### src/rtl/dut_clk_pkg.sv
// Shared encodings and default constants for the DUT clock sequencer.
// Unused mode code 2'b11 is folded onto STOP by norm_mode().
package dut_clk_pkg;

  typedef enum logic [2:0] {
    ST_POR,
    ST_DRST,
    ST_RUN,
    ST_PARK,
    ST_STEP_HI,
    ST_STEP_LO
  } seq_state_t;

  localparam logic [1:0] MODE_RUN  = 2'b00;
  localparam logic [1:0] MODE_STOP = 2'b01;
  localparam logic [1:0] MODE_STEP = 2'b10;

  localparam int unsigned DEF_DIV_W           = 16;
  localparam int unsigned DEF_DEFAULT_DIV     = 5000;
  localparam int unsigned DEF_POR_CYCLES      = 1023;
  localparam int unsigned DEF_DUT_RST_EDGES   = 8;
  localparam int unsigned DEF_DEBOUNCE_CYCLES = 120000;

  function automatic logic [1:0] norm_mode(input logic [1:0] m);
    return (m == MODE_RUN || m == MODE_STEP) ? m : MODE_STOP;
  endfunction

endpackage

### src/rtl/btn_debounce.sv
// Button conditioner: two-flop synchroniser, consecutive-sample filter and a
// one-cycle pulse on each debounced press.
module btn_debounce
  import dut_clk_pkg::*;
#(
  parameter int unsigned DEBOUNCE_CYCLES = DEF_DEBOUNCE_CYCLES
) (
  input  logic clk_12,
  input  logic rst,
  input  logic btn,
  output logic rise
);

  localparam int unsigned CNT_W = $clog2(DEBOUNCE_CYCLES) + 1;

  logic [1:0]       sync_q;
  logic             level;
  logic [CNT_W-1:0] cnt;

  // cnt tracks how many consecutive samples have disagreed with the level
  always_ff @(posedge clk_12) begin
    if (rst) begin
      sync_q <= '0;
      level  <= 1'b0;
      cnt    <= '0;
      rise   <= 1'b0;
    end else begin
      sync_q <= {sync_q[0], btn};
      rise   <= 1'b0;
      if (sync_q[1] == level) begin
        cnt <= '0;
      end else if (cnt == CNT_W'(DEBOUNCE_CYCLES - 1)) begin
        level <= sync_q[1];
        cnt   <= '0;
        rise  <= sync_q[1];
      end else begin
        cnt <= cnt + 1'b1;
      end
    end
  end

endmodule

### src/rtl/dut_clock_sequencer.sv
// Generates a divided, stoppable, single-steppable clock for a DUT together
// with power-on and button-driven DUT reset sequencing.
module dut_clock_sequencer
  import dut_clk_pkg::*;
#(
  parameter int unsigned DIV_W           = DEF_DIV_W,
  parameter int unsigned DEFAULT_DIV     = DEF_DEFAULT_DIV,
  parameter int unsigned POR_CYCLES      = DEF_POR_CYCLES,
  parameter int unsigned DUT_RST_EDGES   = DEF_DUT_RST_EDGES,
  parameter int unsigned DEBOUNCE_CYCLES = DEF_DEBOUNCE_CYCLES
) (
  input  logic             clk_12,
  input  logic             rst,
  input  logic             pll_locked,
  input  logic [DIV_W-1:0] div_value,
  input  logic             div_load,
  input  logic [1:0]       mode,
  input  logic             step_btn,
  input  logic             rst_btn,
  output logic             clk_dut,
  output logic             dut_rst_n,
  output logic             dut_edge,
  output logic             por_done,
  output logic             step_busy
);

  localparam int unsigned POR_W  = $clog2(POR_CYCLES + 2);
  localparam int unsigned EDGE_W = $clog2(DUT_RST_EDGES + 2);

  seq_state_t        state;
  logic [POR_W-1:0]  por_cnt;
  logic [EDGE_W-1:0] edge_cnt;
  logic [DIV_W-1:0]  half_cnt;
  logic [DIV_W-1:0]  div_reg;
  logic [DIV_W-1:0]  div_shadow;
  logic              step_rise;
  logic              rst_rise;
  logic              at_toggle;
  logic [DIV_W-1:0]  next_div;
  logic [1:0]        eff_mode;

  btn_debounce #(.DEBOUNCE_CYCLES(DEBOUNCE_CYCLES)) u_step_db (
    .clk_12(clk_12), .rst(rst), .btn(step_btn), .rise(step_rise)
  );

  btn_debounce #(.DEBOUNCE_CYCLES(DEBOUNCE_CYCLES)) u_rst_db (
    .clk_12(clk_12), .rst(rst), .btn(rst_btn), .rise(rst_rise)
  );

  // A load arriving on the toggle cycle itself must govern the next half
  assign at_toggle = (half_cnt == div_reg);
  assign next_div  = div_load ? div_value : div_shadow;
  assign eff_mode  = norm_mode(mode);

  always_ff @(posedge clk_12) begin
    if (rst) begin
      state      <= ST_POR;
      por_cnt    <= POR_W'(POR_CYCLES);
      edge_cnt   <= '0;
      half_cnt   <= '0;
      div_reg    <= DIV_W'(DEFAULT_DIV);
      div_shadow <= DIV_W'(DEFAULT_DIV);
      clk_dut    <= 1'b0;
      dut_rst_n  <= 1'b0;
      dut_edge   <= 1'b0;
      por_done   <= 1'b0;
      step_busy  <= 1'b0;
    end else begin
      dut_edge <= 1'b0;
      if (div_load) div_shadow <= div_value;

      if (state != ST_POR && !pll_locked) begin
        state     <= ST_POR;
        por_cnt   <= POR_W'(POR_CYCLES);
        edge_cnt  <= '0;
        half_cnt  <= '0;
        clk_dut   <= 1'b0;
        dut_rst_n <= 1'b0;
        por_done  <= 1'b0;
        step_busy <= 1'b0;
      end else if (state != ST_POR && state != ST_DRST && rst_rise) begin
        state     <= ST_DRST;
        edge_cnt  <= '0;
        half_cnt  <= '0;
        clk_dut   <= 1'b0;
        dut_rst_n <= 1'b0;
        step_busy <= 1'b0;
      end else begin
        case (state)
          ST_POR: begin
            if (pll_locked) begin
              if (por_cnt <= POR_W'(1)) begin
                por_cnt  <= '0;
                por_done <= 1'b1;
                state    <= ST_DRST;
                edge_cnt <= '0;
                half_cnt <= '0;
                clk_dut  <= 1'b0;
              end else begin
                por_cnt <= por_cnt - 1'b1;
              end
            end
          end
          ST_DRST: begin
            if (at_toggle) begin
              half_cnt <= '0;
              div_reg  <= next_div;
              clk_dut  <= ~clk_dut;
              if (!clk_dut) begin
                dut_edge <= 1'b1;
                if (edge_cnt == EDGE_W'(DUT_RST_EDGES - 1)) state <= ST_RUN;
                else edge_cnt <= edge_cnt + 1'b1;
              end
            end else begin
              half_cnt <= half_cnt + 1'b1;
            end
          end
          ST_RUN: begin
            dut_rst_n <= 1'b1;
            if (at_toggle) begin
              half_cnt <= '0;
              div_reg  <= next_div;
              if (clk_dut) begin
                clk_dut <= 1'b0;
                if (eff_mode != MODE_RUN) state <= ST_PARK;
              end else begin
                clk_dut  <= 1'b1;
                dut_edge <= 1'b1;
              end
            end else begin
              half_cnt <= half_cnt + 1'b1;
            end
          end
          ST_PARK: begin
            clk_dut  <= 1'b0;
            half_cnt <= '0;
            if (eff_mode == MODE_RUN) begin
              state <= ST_RUN;
            end else if (eff_mode == MODE_STEP && step_rise) begin
              state     <= ST_STEP_HI;
              clk_dut   <= 1'b1;
              dut_edge  <= 1'b1;
              step_busy <= 1'b1;
            end
          end
          ST_STEP_HI: begin
            if (at_toggle) begin
              half_cnt <= '0;
              div_reg  <= next_div;
              clk_dut  <= 1'b0;
              state    <= ST_STEP_LO;
            end else begin
              half_cnt <= half_cnt + 1'b1;
            end
          end
          ST_STEP_LO: begin
            if (at_toggle) begin
              half_cnt  <= '0;
              div_reg   <= next_div;
              step_busy <= 1'b0;
              state     <= ST_PARK;
            end else begin
              half_cnt <= half_cnt + 1'b1;
            end
          end
          default: state <= ST_POR;
        endcase
      end
    end
  end

endmodule

### config.mk
export PLATFORM = sky130hd
export DESIGN_NAME = dut_clock_sequencer
export DESIGN_NICKNAME = d
export VERILOG_FILES = /design/src/rtl/dut_clk_pkg.sv /design/src/rtl/btn_debounce.sv /design/src/rtl/dut_clock_sequencer.sv
export SDC_FILE = /design/constraint.sdc
export NUM_CORES = 1
export LEC_CHECK = 0
export CORE_MARGIN = 4
export CORE_UTILIZATION = 25
export DETAILED_ROUTE_END_ITERATION = 8
export SLEW_MARGIN = 20
export SYNTH_ARGS = -nofsm -noshare
export SYNTH_HDL_FRONTEND = slang
export SYNTH_HIERARCHICAL = 1
export SYNTH_SLANG_ARGS = --single-unit
### constraint.sdc
create_clock -name clk_12 -period 4.71 [get_ports clk_12]
set_input_delay 0.942 -clock clk_12 [delete_from_list [all_inputs] [get_ports clk_12]]
set_output_delay 0.942 -clock clk_12 [all_outputs]
set_load 0.05 [all_outputs]
==> impl_metrics.csv <==
group,metric,value,unit
cells_and_area,fillerInstances,2199,
setup_path,endpoint_kind,"flop",
logic_synthesis,synth_seq_area_share,42.36,%
floorplanning,dieWidth,155.4,microns
detailed_routing,vias,4045,
floorplanning,ios,29,
logic_synthesis,synth_edf_count,0,
cells_and_area,finalNonFillerCells,896,
timing,final-setup-viol-count,0,
grt,grt_max_degree,47,
placement,place_congestion,0.8056,
clock_network,cts_resized,0,
logic_synthesis,yosysWarnings,6,
floorplanning,die_h,155.4,microns
timing,fin_ws,1688,ps
cells_and_area,nets,640,
timing,min_period_over_period,64.15,%
placement,place_area,5899,sq um
floorplanning,coreArea,21220,sq um
clock_network,cts_setup_buffers,0,
grt,grt_pass1_vias,3826,
detailed_routing,post_drt_wl_per_cell,12.26,microns
logic_synthesis,syn_nets,616,
grt,antenna_found_initial,0,
clock_network,cts_tree,"done",
cells_and_area,final_area,6519,sq um
timing,slew_violations,0,
detailed_routing,drtIter0Drc,288,
placement,io_buffers,28,
hold_path,hold_path.class,"flop to flop",
logic_synthesis,synth_most_common_cell,"dfxtp_1",
clock_network,clkLatencyLatePin,410,ps
setup_path,reg2reg_to,"half_cnt[14]",
timing,worst-slew-pin-transition,978.7,ps
status,outcome,"finished clean",
setup_path,crit_arrival,3360,ps
cells_and_area,diodes,0,
logic_synthesis,yosys.area.top_type,"dfxtp_1",
floorplanning,start_util,25.61,%
detailed_routing,drc_errors,0,
cells_and_area,layout.area.seq,2302,sq um
clock_network,clk_pin_slew,50,ps
clock_network,clock_sinks,115,
logic_synthesis,synth_area_per_cell,9.275,sq um
placement,post-dp-hpwl,7523,microns
clock_network,ctsHtreeMaxLevel,4,
cells_and_area,drive_gt1_share,12.56,%
grt,grt_usage,9.492,%
logic_synthesis,synth_top_area_share,42.36,%
logic_synthesis,syn_area,5435,sq um
timing,max_freq,331.0,MHz
job,maxCapViolations,0,
logic_synthesis,synth_top_cells_by_area,"dfxtp_1, xnor2_1, nor2_1",
setup_path,start_kind,"input port",
detailed_routing,detail_route.vias_per_cell,4.515,
setup_path,reg2reg_depth,6,
power,powerDensity,368.2,nW/um^2
clock_network,ctsHoldBuffers,0,
timing,relSlewSlack,34.55,%
power,leakagePower,2.101,nW
setup_path,r2r_start,"half_cnt[1]",
grt,gr-total-overflow,0,
setup_path,worstSetupPathType,"input port to flop",
placement,numPlacedInstances,866,
logic_synthesis,synth_cells,586,
cells_and_area,areaGrowthSynthToFinish,19.94,%
logic_synthesis,synth_cell_types,56,
logic_synthesis,async_reset_ff_share,0,%
floorplanning,num_rows,53,
timing,rsz0062_at_grt,"false",
detailed_routing,dr.pass1.iters,4,
floorplanning,dieArea,24160,sq um
cells_and_area,multiInputGateArea,2933,sq um
logic_synthesis,synth_common_cells,"dfxtp_1, nor2_1, xnor2_1",
hold_path,holdPathStages,1,
timing,finalHoldViolations,0,
clock_network,cts_buffer_depth,2,
timing,period_needed,3022,ps
power,ir_worst_vdd,0.0002443,V
placement,place_ws,1279,ps
timing,timing.hold.ws,443.4,ps
timing,tns,0,ps
detailed_routing,detail-route-antenna-nets,0,
setup_path,crit_fanout,15,
cells_and_area,reg_top3,"u_rst_db/cnt: 18 flops, u_step_db/cnt: 18 flops",
hold_path,min_from,"u_rst_db/sync_q[0]",
setup_path,worstPathRequired,5050,ps
clock_network,cts_buffers,17,
logic_synthesis,ys_ff_latch,115,
setup_path,r2r_slack,2010,ps
logic_synthesis,synth_ff_type,"dfxtp_1",
detailed_routing,drt-total-wl,10990,microns
timing,fin_skew,10.22,ps
grt,grt_pass1_wl,18890,microns
clock_network,cts-root-buf,"clkbuf_16",
hold_path,hold_path_end,"u_rst_db/sync_q[1]",
-- layout by cell type (no fill, tap or decap), types with 11 or more instances in the layout --
| master | instances |
|---|---|
| clkbuf_16 | 17 |
| clkdlybuf4s50_1 | 27 |
| nand2b_1 | 11 |
| xnor2_1 | 54 |
| nor4_1 | 15 |
| o21ai_0 | 17 |
| dfxtp_1 | 115 |
| nand2_1 | 25 |
| nor2_1 | 103 |
| nand4_1 | 19 |
| nand3_1 | 28 |
| xor2_1 | 18 |
| nor3_1 | 16 |
| mux2i_1 | 17 |
-- layer usage --
layer / GRT usage [%] / vias up / wire, microns
met5: 0 / - / 0
met4: 3.793 / 0 / 141
met3: 2.782 / 14 / 398
met2: 14.10 / 59 / 4895
met1: 12.91 / 1870 / 5551
li1: - / 2102 / -
-- cells by family (layout without fill, tap and decap cells) --
family	count (synthesis)	after routing	share of synthesized area (%)
xor gates and xnor gates	74	74	12.20
adders and majority gates	6	6	1.381
and+or+nand+nor	269	269	26.75
AOI/OAI and AO/OA	71	71	10.50
muxes	17	17	3.131
buffers and inverters	34	69	3.683
DFF	115	115	42.36
-- report_power, final --
| part | internal, W | leakage (nW) | switching, W | total (W) |
|---|---|---|---|---|
| clock network | 0.000895 | 0.292 | 0.000443 | 0.00134 |
| registers | 0.000986 | 0.931 | 0.00000546 | 0.000991 |
| logic | 0.0000338 | 0.877 | 0.0000371 | 0.0000709 |
| total | 0.00191 | 2.10 | 0.000486 | 0.00240 |
-- critical path: stages --
cell	delay [ps]
clkdlybuf4s50_1	630
nor4b_2	280
o2111ai_2	240
nor2_2	520
a21oi_2	60
or4b_1	520
a21oi_1	150
-- through the flow --
step	utilization [%]	power, W
after floorplan	-	0.001054
after global placement	27.80	0.001083
after detailed placement	27.80	0.001084
after CTS	30.72	0.002429
after global routing	30.72	0.002485
final	30.72	0.002400
-- area by class of cell --
class / count / share of cell area [%]
inverters: 10 / 0.5758
well taps: 275 / 5.278
multi-input cells: 437 / 44.99
clock inverters: 8 / 1.919
repair buffers: 29 / 4.338
flip-flops and latches: 115 / 35.32
clock buffers: 22 / 7.582
-- worst max-delay path by stage --
stage / end / cells after the start / start
2_1_floorplan: half_cnt[13] / 8 / pll_locked
3_3_place_gp: edge_cnt[1] / 7 / pll_locked
3_5_place_dp: edge_cnt[1] / 7 / pll_locked
4_1_cts: edge_cnt[1] / 7 / pll_locked
5_1_grt: edge_cnt[1] / 7 / pll_locked
6_report: edge_cnt[1] / 7 / pll_locked
Note: power is estimated with default switching activity, not from simulation.
